==> src/rtl/med_reminder_pkg.sv <==
// Shared definitions for the medication-reminder scheduler.
// Provides the minute-of-day constants, the alert FSM state type and the
// width helper for one packed schedule entry {valid, ch, minute}.
package med_reminder_pkg;

  localparam int MIN_PER_DAY = 1440;
  localparam int MIN_W       = 11;

  typedef enum logic [1:0] {
    IDLE   = 2'd0,
    ALERT  = 2'd1,
    SNOOZE = 2'd2
  } state_t;

  // Width of a packed schedule entry {valid, ch[ch_w-1:0], minute[MIN_W-1:0]}.
  function automatic int entry_w(input int ch_w);
    return 1 + ch_w + MIN_W;
  endfunction

endpackage

==> src/rtl/med_time_base.sv <==
// Minute tick prescaler and minute-of-day counter.
// Ports:
//   clk, rst_n   - clock, asynchronous active-low reset
//   ena          - when low the prescaler and minute counter hold
//   load         - load load_min into the minute counter, clear prescaler
//   load_min     - minute to load (>= 1440 loads 0)
//   tick         - one-cycle pulse on the prescaler wrap (never during load)
//   now_min      - current minute of day, 0..1439
module med_time_base
  import med_reminder_pkg::*;
#(
  parameter int TICK_DIV = 32
) (
  input  logic             clk,
  input  logic             rst_n,
  input  logic             ena,
  input  logic             load,
  input  logic [MIN_W-1:0] load_min,
  output logic             tick,
  output logic [MIN_W-1:0] now_min
);

  localparam int PW = (TICK_DIV > 1) ? $clog2(TICK_DIV) : 1;

  logic [PW-1:0]    presc_reg;
  logic [MIN_W-1:0] now_reg;

  // A load takes priority and suppresses the tick of the same cycle.
  assign tick    = ena && !load && (presc_reg == PW'(TICK_DIV - 1));
  assign now_min = now_reg;

  always_ff @(posedge clk or negedge rst_n) begin
    if (!rst_n) begin
      presc_reg <= '0;
      now_reg   <= '0;
    end else if (load) begin
      presc_reg <= '0;
      now_reg   <= (load_min >= MIN_W'(MIN_PER_DAY)) ? '0 : load_min;
    end else if (ena) begin
      if (tick) begin
        presc_reg <= '0;
        now_reg   <= (now_reg == MIN_W'(MIN_PER_DAY - 1)) ? '0 : now_reg + 1'b1;
      end else begin
        presc_reg <= presc_reg + 1'b1;
      end
    end
  end

endmodule

==> src/rtl/med_reminder_sched.sv <==
// Multi-channel medication reminder scheduling core.
// Optional feature: define MED_MISSED_LOG_EN to build per-channel 8-bit
// saturating missed-dose counters; otherwise missed_cnt is tied to 0.
// Ports:
//   clk, rst_n          - clock, asynchronous active-low reset
//   ena                 - low holds prescaler, scan and FSM (config still written)
//   cfg_we/addr/wdata   - schedule entry write {valid, ch, minute}
//   time_we/time_wdata  - load minute of day (aborts a running scan)
//   ack, snooze         - user dose-taken / snooze inputs
//   rd_ch               - channel selected onto missed_cnt
//   now_min             - current minute of day
//   alarm, alarm_ch     - alert active and its channel
//   snoozed             - alert is snoozed
//   pending             - channels due and not yet resolved
//   missed_cnt          - missed-dose count of rd_ch (combinational)
module med_reminder_sched
  import med_reminder_pkg::*;
#(
  parameter int NUM_CH         = 4,
  parameter int MEM_DEPTH      = 16,
  parameter int MEM_ADDR_WIDTH = 4,
  parameter int TICK_DIV       = 32,
  parameter int SNOOZE_MIN     = 5,
  parameter int TIMEOUT_MIN    = 30,
  localparam int CH_W          = (NUM_CH > 1) ? $clog2(NUM_CH) : 1,
  localparam int EW            = entry_w(CH_W)
) (
  input  logic                      clk,
  input  logic                      rst_n,
  input  logic                      ena,
  input  logic                      cfg_we,
  input  logic [MEM_ADDR_WIDTH-1:0] cfg_addr,
  input  logic [EW-1:0]             cfg_wdata,
  input  logic                      time_we,
  input  logic [MIN_W-1:0]          time_wdata,
  input  logic                      ack,
  input  logic                      snooze,
  input  logic [CH_W-1:0]           rd_ch,
  output logic [MIN_W-1:0]          now_min,
  output logic                      alarm,
  output logic [CH_W-1:0]           alarm_ch,
  output logic                      snoozed,
  output logic [NUM_CH-1:0]         pending,
  output logic [7:0]                missed_cnt
);

  localparam int SW = $clog2(SNOOZE_MIN + 1);
  localparam int TW = $clog2(TIMEOUT_MIN + 1);
  localparam logic [MEM_ADDR_WIDTH:0]   DEPTH_C = (MEM_ADDR_WIDTH + 1)'(MEM_DEPTH);
  localparam logic [MEM_ADDR_WIDTH-1:0] LAST_IDX = MEM_ADDR_WIDTH'(MEM_DEPTH - 1);

  logic tick;

  med_time_base #(.TICK_DIV(TICK_DIV)) u_time_base (
    .clk      (clk),
    .rst_n    (rst_n),
    .ena      (ena),
    .load     (time_we),
    .load_min (time_wdata),
    .tick     (tick),
    .now_min  (now_min)
  );

  // ---------------- schedule memory ----------------
  // Valid bits need a reset, so they live in a flop vector; the payload
  // fields sit in plain arrays without reset.
  logic [MEM_DEPTH-1:0] valid_reg;
  logic [CH_W-1:0]      ch_mem  [MEM_DEPTH];
  logic [MIN_W-1:0]     min_mem [MEM_DEPTH];

  logic cfg_ok;
  assign cfg_ok = cfg_we && ({1'b0, cfg_addr} < DEPTH_C);

  always_ff @(posedge clk or negedge rst_n) begin
    if (!rst_n) valid_reg <= '0;
    else if (cfg_ok) valid_reg[cfg_addr] <= cfg_wdata[EW-1];
  end

  always_ff @(posedge clk) begin
    if (cfg_ok) begin
      ch_mem[cfg_addr]  <= cfg_wdata[MIN_W +: CH_W];
      min_mem[cfg_addr] <= cfg_wdata[MIN_W-1:0];
    end
  end

  // ---------------- scanner ----------------
  // The compare reads the array asynchronously, so a write landing in the
  // compare cycle only takes effect at the edge: the scan sees old contents.
  logic                      scan_active_reg;
  logic [MEM_ADDR_WIDTH-1:0] scan_idx_reg;
  logic                      scan_hit;
  logic [CH_W-1:0]           scan_ch;
  logic [NUM_CH-1:0]         set_vec;
  logic [NUM_CH-1:0]         clr_vec;
  logic                      clr_en;

  always_ff @(posedge clk or negedge rst_n) begin
    if (!rst_n) begin
      scan_active_reg <= 1'b0;
      scan_idx_reg    <= '0;
    end else if (time_we) begin
      scan_active_reg <= 1'b0;
    end else if (tick) begin
      scan_active_reg <= 1'b1;
      scan_idx_reg    <= '0;
    end else if (scan_active_reg && ena) begin
      if (scan_idx_reg == LAST_IDX) scan_active_reg <= 1'b0;
      else scan_idx_reg <= scan_idx_reg + 1'b1;
    end
  end

  assign scan_ch  = ch_mem[scan_idx_reg];
  assign scan_hit = scan_active_reg && ena && !time_we && valid_reg[scan_idx_reg]
                    && (min_mem[scan_idx_reg] == now_min);

  // ---------------- alert FSM ----------------
  state_t            state_reg, state_next;
  logic [CH_W-1:0]   alarm_ch_reg, alarm_ch_next;
  logic [SW-1:0]     snz_reg, snz_next;
  logic [TW-1:0]     to_reg, to_next;
  logic [NUM_CH-1:0] pending_reg;
  logic              alarm_reg, snoozed_reg;
  logic              miss;
  logic [CH_W-1:0]   low_ch;

  genvar gi;
  generate
    for (gi = 0; gi < NUM_CH; gi++) begin : g_ch
      assign set_vec[gi] = scan_hit && (scan_ch == CH_W'(gi));
      assign clr_vec[gi] = clr_en && (alarm_ch_reg == CH_W'(gi));
    end
  endgenerate

  always_comb begin
    low_ch = '0;
    for (int i = NUM_CH - 1; i >= 0; i--) begin
      if (pending_reg[i]) low_ch = CH_W'(i);
    end
  end

  always_comb begin
    state_next    = state_reg;
    alarm_ch_next = alarm_ch_reg;
    snz_next      = snz_reg;
    to_next       = to_reg;
    clr_en        = 1'b0;
    miss          = 1'b0;
    if (ena) begin
      case (state_reg)
        IDLE: begin
          if (|pending_reg) begin
            state_next    = ALERT;
            alarm_ch_next = low_ch;
            to_next       = '0;
          end
        end
        ALERT, SNOOZE: begin
          if (tick) to_next = to_reg + 1'b1;
          // Priority: ack, then timeout, then snooze request / snooze expiry.
          if (ack) begin
            clr_en     = 1'b1;
            state_next = IDLE;
          end else if (tick && (to_reg == TW'(TIMEOUT_MIN - 1))) begin
            clr_en     = 1'b1;
            miss       = 1'b1;
            state_next = IDLE;
          end else if (state_reg == ALERT) begin
            if (snooze) begin
              state_next = SNOOZE;
              snz_next   = SW'(SNOOZE_MIN);
            end
          end else if (tick) begin
            snz_next = snz_reg - 1'b1;
            if (snz_reg == SW'(1)) state_next = ALERT;
          end
        end
        default: state_next = IDLE;
      endcase
    end
  end

  always_ff @(posedge clk or negedge rst_n) begin
    if (!rst_n) begin
      state_reg    <= IDLE;
      alarm_ch_reg <= '0;
      snz_reg      <= '0;
      to_reg       <= '0;
      pending_reg  <= '0;
      alarm_reg    <= 1'b0;
      snoozed_reg  <= 1'b0;
    end else begin
      state_reg    <= state_next;
      alarm_ch_reg <= alarm_ch_next;
      snz_reg      <= snz_next;
      to_reg       <= to_next;
      // A clear wins over a same-cycle match: that match is absorbed.
      pending_reg  <= (pending_reg | set_vec) & ~clr_vec;
      alarm_reg    <= (state_next == ALERT);
      snoozed_reg  <= (state_next == SNOOZE);
    end
  end

  assign alarm    = alarm_reg;
  assign alarm_ch = alarm_ch_reg;
  assign snoozed  = snoozed_reg;
  assign pending  = pending_reg;

  // ---------------- missed-dose log ----------------
`ifdef MED_MISSED_LOG_EN
  logic [7:0] missed_reg [NUM_CH];

  always_ff @(posedge clk or negedge rst_n) begin
    if (!rst_n) begin
      for (int i = 0; i < NUM_CH; i++) missed_reg[i] <= '0;
    end else if (miss) begin
      for (int i = 0; i < NUM_CH; i++) begin
        if ((alarm_ch_reg == CH_W'(i)) && (missed_reg[i] != 8'hFF))
          missed_reg[i] <= missed_reg[i] + 1'b1;
      end
    end
  end

  always_comb begin
    missed_cnt = '0;
    for (int i = 0; i < NUM_CH; i++) begin
      if (rd_ch == CH_W'(i)) missed_cnt = missed_reg[i];
    end
  end
`else
  logic unused_log;
  assign unused_log = ^{rd_ch, miss};
  assign missed_cnt = '0;
`endif

endmodule
==> config.mk <==
export PLATFORM = sky130hd
export DESIGN_NAME = med_reminder_sched
export DESIGN_NICKNAME = d
export VERILOG_FILES = /design/src/rtl/med_reminder_pkg.sv /design/src/rtl/med_time_base.sv /design/src/rtl/med_reminder_sched.sv
export SDC_FILE = /design/constraint.sdc
export NUM_CORES = 1
export LEC_CHECK = 0
export ABC_AREA = 1
export BUFFER_PORTS_ARGS = -buffer_cell sky130_fd_sc_hd__clkbuf_2
export CAP_MARGIN = 20
export CORE_UTILIZATION = 60
export DETAILED_ROUTE_END_ITERATION = 7
export GPL_TIMING_DRIVEN = 0
export HOLD_SLACK_MARGIN = 0.15
export PLACE_DENSITY_LB_ADDON = 0.3
export RECOVER_POWER = 50
export SKIP_LAST_GASP = 1
export SYNTH_ARGS = -nofsm -noshare
export SYNTH_HDL_FRONTEND = slang
export SYNTH_HIERARCHICAL = 1
export SYNTH_SLANG_ARGS = --single-unit
==> constraint.sdc <==
create_clock -name clk -period 2.5 [get_ports clk]
set_clock_uncertainty 0.15 [all_clocks]
set_input_delay 0.5 -clock clk [delete_from_list [all_inputs] [get_ports clk]]
set_output_delay 0.5 -clock clk [all_outputs]
set_load 0.01 [all_outputs]
### Word level (Yosys, flattened, before mapping)

Memory sizes are Yosys's and may differ from the RTL's.
Index checks and enable logic that the tools add are counted.
W data, S select, Z words.

* latch bits: 0
* input port bits: 38
* flip-flop bits (word level): 55
* bits in read-only memories: 0
* bits in writable memories: 208
* memories kept: 2
* logic and storage cells: 129
* output and inout bits: 27

Memories
* min_mem: words 16, bits a word 11, rd ports 1, clocked after memory_dff 0, wr ports 1, RTL line med_reminder_sched.sv:69 `logic [MIN_W-1:0] min_mem [MEM_DEPTH];`
* ch_mem: words 16, bits a word 2, rd ports 1, clocked after memory_dff 0, wr ports 1, RTL line med_reminder_sched.sv:68 `logic [CH_W-1:0] ch_mem [MEM_DEPTH];`

* multiply operators: 0
* div/mod/pow operators: 0
* reductions and logical operators: 35
* equal/unequal tests: 20
* add/sub/neg operators: 5
* order comparisons: 4
* bitwise logic cells: 6
* shift operators: 0
* multiplexer cells: 45

Operator list (count)
* $mux W11: 5
* $mux W5: 5
* $mux W2: 12
* $bwmux W16: 1
* $logic_and A1 B1 Y1: 16
* $eq A2 B2 Y1 const B: 6
* $mux W1: 12
* $mux W4: 3
* $add A11 B1 Y11 const B: 1
* $eq A11 B11 Y1: 1
* $eq A11 B11 Y1 const B: 1
* $ge A11 B11 Y1 const B: 1
* $add A5 B1 Y5 const B: 2
* $eq A5 B5 Y1 const B: 2
* $lt A4 B5 Y1 const B: 2
* $pmux W5 S2: 1
* $reduce_bool A2 Y1: 5
* $mux W3: 3
* $eq A2 B1 Y1 const B: 4
* $ne A2 B2 Y1 const B: 4
* $logic_not A2 Y1: 3
* $reduce_and A3 Y1: 2
* $reduce_and A6 Y1: 1
* $reduce_bool A3 Y1: 2
* 17 further kinds: 20

### Longest topological paths before layout

Gate-level depths: netlist of the first run.

* depth in word-level cells: 11
* depth in mapped cells: 16
* gate-level depth less buffers: 14

### Hierarchy

The synthesis of the first run kept the hierarchy.

By module, submodules not included
* med_reminder_sched: instances 1, area each 10864.2 um2, sequential area each 7221.9 um2, cells each 1076
* med_time_base: instances 1, area each 1159.9 um2, sequential area each 400.4 um2, cells each 179

### Least setup slack after synthesis of the first run

No wires, ideal clock.

* path kind: register to register
* from: reg u_time_base.presc_reg[0]
* to: reg snoozed_reg (netlist: snoozed)
* cell stages (with the launch flop): 15
* data arrival time: 1.941 ns
* required time: 2.231 ns
* clock period less this slack: 2.210 ns
* setup slack: 0.290 ns
* setup time: 0.119 ns
* buffers on the path: 0
* cells stage by stage: dfrtp_1 -> ha_1 -> inv_1 -> nor3_1 -> ha_1 -> nand2_1 -> nor2_2 -> nand3_1 -> nor2_1 -> a21oi_1 -> o31ai_1 -> nand2_1 -> o21ai_0 -> inv_1 -> and2_1

* cells in the longest elaborated chain, start to end: 9
* elaborated cells on any way between the ends: 10
* classes of those cells: 2 x eq/ne; 6 x mux; 2 x reduce/logical

RTL lines
* start, declared: RTL line med_time_base.sv:25 `logic [PW-1:0] presc_reg;`
* start signal, assigned: RTL line med_time_base.sv:44 `presc_reg <= presc_reg + 1'b1;`
* $eq A5 B5 Y1 *: RTL line med_time_base.sv:29 `assign tick = ena && !load && (presc_reg == PW'(TICK_DIV - 1));`
* $logic_and A1 B1 Y1 *: RTL line med_time_base.sv:29
* via tick: RTL line med_reminder_sched.sv:52 `logic tick;`
* $mux W2: RTL line med_reminder_sched.sv:172 `end else if (tick) begin`
* $mux W2: RTL line med_reminder_sched.sv:167 `end else if (state_reg == ALERT) begin`
* $mux W2 *: RTL line med_reminder_sched.sv:163 `end else if (tick && (to_reg == TW'(TIMEOUT_MIN - 1))) begin`
* $mux W2 *: RTL line med_reminder_sched.sv:160 `if (ack) begin`
* $pmux W2 S2 *: RTL line med_reminder_sched.sv:149 `case (state_reg)`
* $mux W2 *: RTL line med_reminder_sched.sv:148 `if (ena) begin`
* via state_next[0]: RTL line med_reminder_sched.sv:117 `state_t state_reg, state_next;`
* $eq A2 B2 Y1 *: RTL line med_reminder_sched.sv:199 `snoozed_reg <= (state_next == SNOOZE);`
* end signal, assigned: RTL line med_reminder_sched.sv:199
* end, declared: RTL line med_reminder_sched.sv:122 `logic alarm_reg, snoozed_reg;`

The timed path passes the listed nets; every way through them passes the cells marked *.
A chain may end at the register's enable or synchronous reset.

### Worst setup path in the final report of the first run

* from: reg u_time_base.presc_reg[1]
* to: reg snoozed_reg (netlist: snoozed)

Same word-level chain as after synthesis.

==> impl_metrics.env, run 1 <==
export IMPL_status="finished, final reports clean"
export IMPL_crit_arrival_ps=2720
export IMPL_clk_path_buf_depth=3
export IMPL_required_ps=2760
export IMPL_grt_pass1_vias=8320
export IMPL_crit_type="flip-flop to flip-flop"
export IMPL_vias=9197
export IMPL_synth_ff_type="edfxtp_1"
export IMPL_synthCells=1255
export IMPL_setup_viol=0
export IMPL_p_per_area_nw_per_um2=751.4
export IMPL_grt_pass1_wl_um=43610
export IMPL_async_reset_ff_share_pct=20.91
export IMPL_synth_seq_area_share_pct=63.39
export IMPL_cp_top_family="simple AND/OR/NAND/NOR gates"
export IMPL_ios=65
export IMPL_dp_slack_ps=-269.5
export IMPL_drtIter0Drc=794
export IMPL_peakVddDrop_v=0.0005975
export IMPL_p_leak_nw=5.991
export IMPL_fin_hold_ws_ps=160.2
export IMPL_holdCritStartpoint="ena"
export IMPL_htree_levels=1
export IMPL_gp_congestion=0.8722
export IMPL_crit_slowest_cell="dfrtp_1"
export IMPL_cts_root_buf="clkbuf_16"
export IMPL_worstMarginPinSlew_ps=1123
export IMPL_timing_fmax_ghz=0.4076
export IMPL_slew_violations=0
export IMPL_crit_path_max_fanout=4
export IMPL_rrSetupSlack_ps=50
export IMPL_grt_max_degree=56
export IMPL_yosys_area_share_adder_pct=1.145
export IMPL_start_util_pct=61.58
export IMPL_clock_latency_ps=530
export IMPL_max_slew_margin_pct=25.13
export IMPL_vias_per_cell=5.534
export IMPL_die_area_um2=20610
export IMPL_largest_register_ffs=176
export IMPL_cp_num_buf_inv=2
export IMPL_yosysTopAreaCell="edfxtp_1"
export IMPL_cts_sinks=263
export IMPL_syn_avg_cell_area_um2=9.581
export IMPL_synth_area_top_cells="edfxtp_1, nand2_1, dfrtp_1"
export IMPL_cp_end_kind="flip-flop"
export IMPL_die_x_um=143.6
export IMPL_fp_row_count=51
export IMPL_clk_pin_slew_ps=60
export IMPL_ant_nets=0
export IMPL_hp_class="primary input to flip-flop"
export IMPL_coreArea_um2=19530
export IMPL_cts_buffers=27
export IMPL_dp_hpwl_um=19150
export IMPL_grt_total_usage_pct=28.27
export IMPL_rsz0062_at_grt="true"
export IMPL_cts_tree="built"
export IMPL_synthDistinctLibCells=43
export IMPL_whs_endpoint="state_reg[0]"
export IMPL_reg2reg_to="snoozed"
export IMPL_port_buffers=54
export IMPL_die_y_um=143.6
export IMPL_holdPathStages=2
export IMPL_final_nets=1427
export IMPL_power_total_mw=10.54
export IMPL_remaining_drc_errors=0
export IMPL_r2r_cells=14
export IMPL_yosys_warnings=6
export IMPL_synth_top_family_by_area="simple AND/OR/NAND/NOR gates"
export IMPL_crit_path_start_kind="flip-flop"
export IMPL_synth_seq_cells=263
export IMPL_netlist_area_leader_share_pct=51.95
export IMPL_synth_edf_count=208
export IMPL_cp_cell_sequence="ha_2 > inv_2 > nor3_2 > ha_2 > nand2_2 > nor2_4 > nand3_2 > nor2_4 > a21oi_2 > o31ai_1 > nand2_1 > o21ai_2 > inv_1 > and2_1"
export IMPL_tns_ps=0
export IMPL_cp_slowest_stage_delay_ps=360
export IMPL_diodes=0
export IMPL_drive_above_1_share_pct=15.32
export IMPL_syn_cell_area_um2=12020
export IMPL_yosys_area_share_xor_xnor_pct=0.2185
export IMPL_synth_compound_area_share_pct=5.234
export IMPL_antenna_found_initial=0
export IMPL_r2r_start="u_time_base/presc_reg[1]"
export IMPL_grt_overflow=0
export IMPL_fin_crit_ps=2453
export IMPL_period_share_pct=98.13
export IMPL_fin_ws_ps=46.85
export IMPL_drt_wl_total_um=28960
export IMPL_drv_cap=0
export IMPL_wire_per_inst_um=17.42
export IMPL_hold_viol_final=0
export IMPL_syn_to_final_growth_pct=16.67
export IMPL_synth_mux_area_share_pct=0.09365
export IMPL_dr_pass1_iters=6
export IMPL_yosys_area_share_simple_pct=23.02
==> Yosys cell counts, types with 5 or more instances <==
library cell	count
o21ai_1	16
buf_2	24
dfrtp_1	55
nor2_1	132
o211ai_1	12
ha_1	11
nor3_1	12
nand2_1	391
buf_4	14
nand4_1	5
clkbuf_1	10
edfxtp_1	208
a21oi_1	30
nand3_1	117
inv_1	132
o21ai_0	38
==> metal layers <==
metal / vias to the layer above / routed length, µm / GRT usage [%] / part of all wire [%]
li1: 4352 / - / - / -
met1: 4351 / 11810 / 38.28 / 41
met2: 436 / 13720 / 45.43 / 47
met3: 58 / 2675 / 5.198 / 9.2
met4: 0 / 752 / 11.25 / 2.6
met5: - / 0 / 0 / 0
==> logic make-up after synthesis <==
kind of cell,Yosys count
simple gates,674
flops,263
buf+inv,191
compound gates,111
fa+ha+maj,11
xor+xnor,3
other cells,1
mux,1
==> layout make-up <==
type,instances,area [µm²]
timing repair buffer,87,508.0
tap,265,331.6
fill,1372,5498
sequential,263,7625
clock buffer,35,715.7
buffer,53,474.2
clock inverter,13,91.34
multi-input combinational,808,3755
inverter,138,528.0
==> stage by stage <==
stage | utilization (%) | cells | area [µm²]
3_5_place_dp | 65.67 | 1596 | 12820
2_1_floorplan | - | 1262 | 12050
3_3_place_gp | 64.80 | 1581 | 12650
6_report | 71.84 | 1662 | 14030
5_1_grt | 71.84 | 1662 | 14030
4_1_cts | 70.50 | 1649 | 13770
==> worst max-delay path by stage <==
| stage | startpoint | endpoint | slack, ps | cells past startpoint |
|---|---|---|---|---|
| after detailed placement | scan_idx_reg[0] | pending[2] | -270 | 15 |
| after global routing | u_time_base/presc_reg[0] | snoozed | -90 | 13 |
| after floorplan | u_time_base/presc_reg[0] | snoozed | 290 | 14 |
| final | u_time_base/presc_reg[1] | snoozed | 50 | 14 |
| after global placement | scan_idx_reg[0] | pending[3] | -190 | 12 |
| after CTS | scan_idx_reg[0] | pending[2] | -4 | 12 |
==> cell usage in the layout (no fill, tap or decap), types with 27 or more instances in the layout <==
master | Yosys | routed
nand2_1 | 391 | 382
nand3_1 | 117 | 108
inv_1 | 132 | 131
clkbuf_16 | 0 | 27
edfxtp_1 | 208 | 208
nor2_1 | 132 | 126
a21oi_1 | 30 | 28
buf_4 | 14 | 40
o21ai_0 | 38 | 35
clkbuf_2 | 0 | 45
dfrtp_1 | 55 | 53
==> power by group <==
group / leakage [nW] / total [mW] / internal, mW / switching (mW)
logic: 3.04 / 1.64 / 0.568 / 1.07
registers: 2.56 / 5.22 / 5.01 / 0.209
clock network: 0.396 / 3.68 / 2.11 / 1.57
total: 5.99 / 10.5 / 7.69 / 2.85
==> what timing repair did <==
action                                 in CTS  in global routing
hold buffers                                2                  0
buffers inserted                            3                 13
setup endpoints to repair                  12                 17
resized for setup                          33                 89
endpoints found under the hold margin      56                  0
pin swaps                                   4                 22
cloned                                      0                  0
No activity file was read; power rests on OpenSTA's default activity.
==> inputs of run 2 (changes only) <==
--- a/config.mk
+++ b/config.mk
@@ -8,7 +8,7 @@
 export ABC_AREA = 1
 export BUFFER_PORTS_ARGS = -buffer_cell sky130_fd_sc_hd__clkbuf_2
 export CAP_MARGIN = 20
-export CORE_UTILIZATION = 60
+export CORE_UTILIZATION = 55
 export DETAILED_ROUTE_END_ITERATION = 7
 export GPL_TIMING_DRIVEN = 0
 export HOLD_SLACK_MARGIN = 0.15
==> constraint.sdc (replaced) <==
create_clock -name clk -period 2.1 [get_ports clk]
set_clock_uncertainty 0.15 [all_clocks]
set_input_delay 0.42 -clock clk [delete_from_list [all_inputs] [get_ports clk]]
set_output_delay 0.42 -clock clk [all_outputs]
set_load 0.01 [all_outputs]
==> impl_metrics.env, run 2 (synthesis gave the netlist of run 1 again) <==
export IMPL_status="finished, violations left"
export IMPL_violations="negative setup slack"
export IMPL_syn_to_final_growth_pct=20.55
export IMPL_setup_viol=15
export IMPL_cts_tree="built"
export IMPL_die_x_um=149.9
export IMPL_place_area_um2=12800
export IMPL_cts_buffers=27
export IMPL_drive_above_1_share_pct=18.55
export IMPL_dp_hpwl_um=19120
export IMPL_crit_path_start_kind="flip-flop"
export IMPL_rsz0062_at_grt="true"
export IMPL_holdPathStages=5
export IMPL_crit_path_max_fanout=10
export IMPL_drv_cap=0
export IMPL_ios=65
export IMPL_port_buffers=54
export IMPL_share_comb_of_total_power_pct=16.3
export IMPL_r2r_cells=14
export IMPL_wire_per_inst_um=18.02
export IMPL_cts_sinks=263
export IMPL_postLayoutCoreUtil_pct=68.31
export IMPL_grt_pass1_vias=8720
export IMPL_clkPwrFrac_pct=35.4
export IMPL_coreArea_um2=21220
export IMPL_fp_row_count=53
export IMPL_cp_cell_sequence="buf_6 > buf_12 > buf_8 > o211ai_1 > nand3_1 > nand2_2 > nand2_1 > nand2_1 > nand2_1 > nor2_1 > nand2_1 > nor2_4 > nand3_2 > a21oi_2"
export IMPL_remaining_drc_errors=0
export IMPL_period_share_pct=113.7
export IMPL_crit_type="flip-flop to flip-flop"
export IMPL_hold_viol_final=0
export IMPL_crit_arrival_ps=2690
export IMPL_peakVddDrop_v=0.0007271
export IMPL_dr_pass1_iters=5
export IMPL_die_area_um2=22460
export IMPL_cp_slowest_stage_delay_ps=400
export IMPL_clock_latency_ps=530
export IMPL_final_area_um2=14500
export IMPL_cpMostUsedCell="nand2_1"
export IMPL_fin_ws_ps=-288.6
export IMPL_cts_root_buf="clkbuf_16"
export IMPL_diodes=0
export IMPL_hp_class="primary input to flip-flop"
export IMPL_max_slew_margin_pct=30.36
export IMPL_drt_wl_total_um=30510
export IMPL_clk_path_buf_depth=3
export IMPL_antenna_found_initial=0
export IMPL_fillCellCount=1524
export IMPL_seq_power_share_pct=48.4
export IMPL_crit_slowest_cell="dfrtp_1"
export IMPL_final_nets=1446
export IMPL_largest_register_ffs=176
export IMPL_ant_nets=0
export IMPL_p_sw_share_pct=27.50
export IMPL_p_leak_nw=6.182
export IMPL_cp_end_kind="flip-flop"
export IMPL_p_per_area_nw_per_um2=887.0
export IMPL_grt_total_usage_pct=27.17
export IMPL_final_cell_mix="nand2_1, edfxtp_1, inv_1"
export IMPL_grt_overflow=0
export IMPL_internal_power_mw=9.321
export IMPL_timing_fmax_ghz=0.4187
export IMPL_required_ps=2410
export IMPL_start_util_pct=56.66
export IMPL_multi_input_area_um2=3931
export IMPL_final_cells=1693
export IMPL_drtIter0Drc=949
export IMPL_grt_pass1_wl_um=46220
export IMPL_vias=9277
export IMPL_layout_area_seq_um2=7625
export IMPL_fin_hold_ws_ps=161.2
export IMPL_worstMarginPinSlew_ps=1045
export IMPL_vias_per_cell=5.480
export IMPL_tns_ps=-2645
export IMPL_gp_congestion=0.8364
export IMPL_layout_commonest_cell="nand2_1"
export IMPL_p_sw_mw=3.535
export IMPL_fin_crit_ps=2389
export IMPL_die_y_um=149.9
export IMPL_slew_violations=0
export IMPL_htree_levels=1
export IMPL_dp_cells=1600
export IMPL_clk_pin_slew_ps=60
export IMPL_grt_max_degree=56
run 2: cell types whose count changed in the layout (fill, tap and decap cells not counted), moves of 6 or more:
cell           previous run  this run
dlygate4sd3_1             2        13
nor2_2                    6        16
buf_6                    16        24
nor2_1                  126       114
clkbuf_4                  2         8
nand2_2                  11        20
nand2_1                 382       370
run 2: path summary, 6_finish.rpt:
check,from,end,slack (ps)
setup / recovery,scan_idx_reg[0],pending[0],-290
hold / removal,time_wdata[8],u_time_base/now_min[8],160
setup reg to reg,scan_idx_reg[0],pending[0],-290
hold reg to reg,valid_reg[2],valid_reg[2],380
max in group asynchronous,rst_n,scan_idx_reg[1],850
min in group asynchronous,rst_n,u_time_base/now_min[7],370
run 2: critical path, delay by kind of cell, from the launching register on:
kind | cells | cell delay, ps
AND/OR/NAND/NOR | 9 | 930
AO/OA/AOI/OAI | 2 | 390
flip-flops | 1 | 400
buffers and inverters | 3 | 460
run 2: stage by stage:
step / power [mW] / setup WS (ps)
after global placement: 7.978 / -593.5
after global routing: 13.38 / -370.8
after CTS: 12.69 / -240.8
final: 12.86 / -288.6
after detailed placement: 8.058 / -617.5
after floorplan: 7.424 / -55.29
run 2: power by group through the flow:
stage          combinational [mW]  clock [mW]  sequential, mW
2_1_floorplan                1.13           0            6.29
3_3_place_gp                 1.69           0            6.29
3_5_place_dp                 1.76           0            6.30
4_1_cts                      1.92        4.57            6.20
5_1_grt                      2.33        4.80            6.25
6_report                     2.09        4.55            6.22
run 2: what timing repair did:
item	4_1_cts	5_1_grt
resized for setup	87	77
setup buffers	16	13
hold buffers	13	0
setup endpoints to repair	18	31
gates cloned	0	3
pin swaps	16	36
hold endpoints to repair	72	0
run 2: layout make-up:
cell class	instances	area share [%]
flip-flops and latches	263	52.60
multi-input cells	808	27.12
repair inverters	1	0.05179
inverters	138	3.643
clock buffers	37	5.127
well taps	275	2.374
repair buffers	105	5.119
plain buffers	53	3.323
clock inverters	13	0.6388
run 2: per-layer routing:
layer	GRT usage [%]	share of wire, %	vias up
li1	-	-	4407
met1	37.80	41	4360
met2	44.51	48	442
met3	3.232	8.9	68
met4	9.040	3.0	0
met5	0	0	-
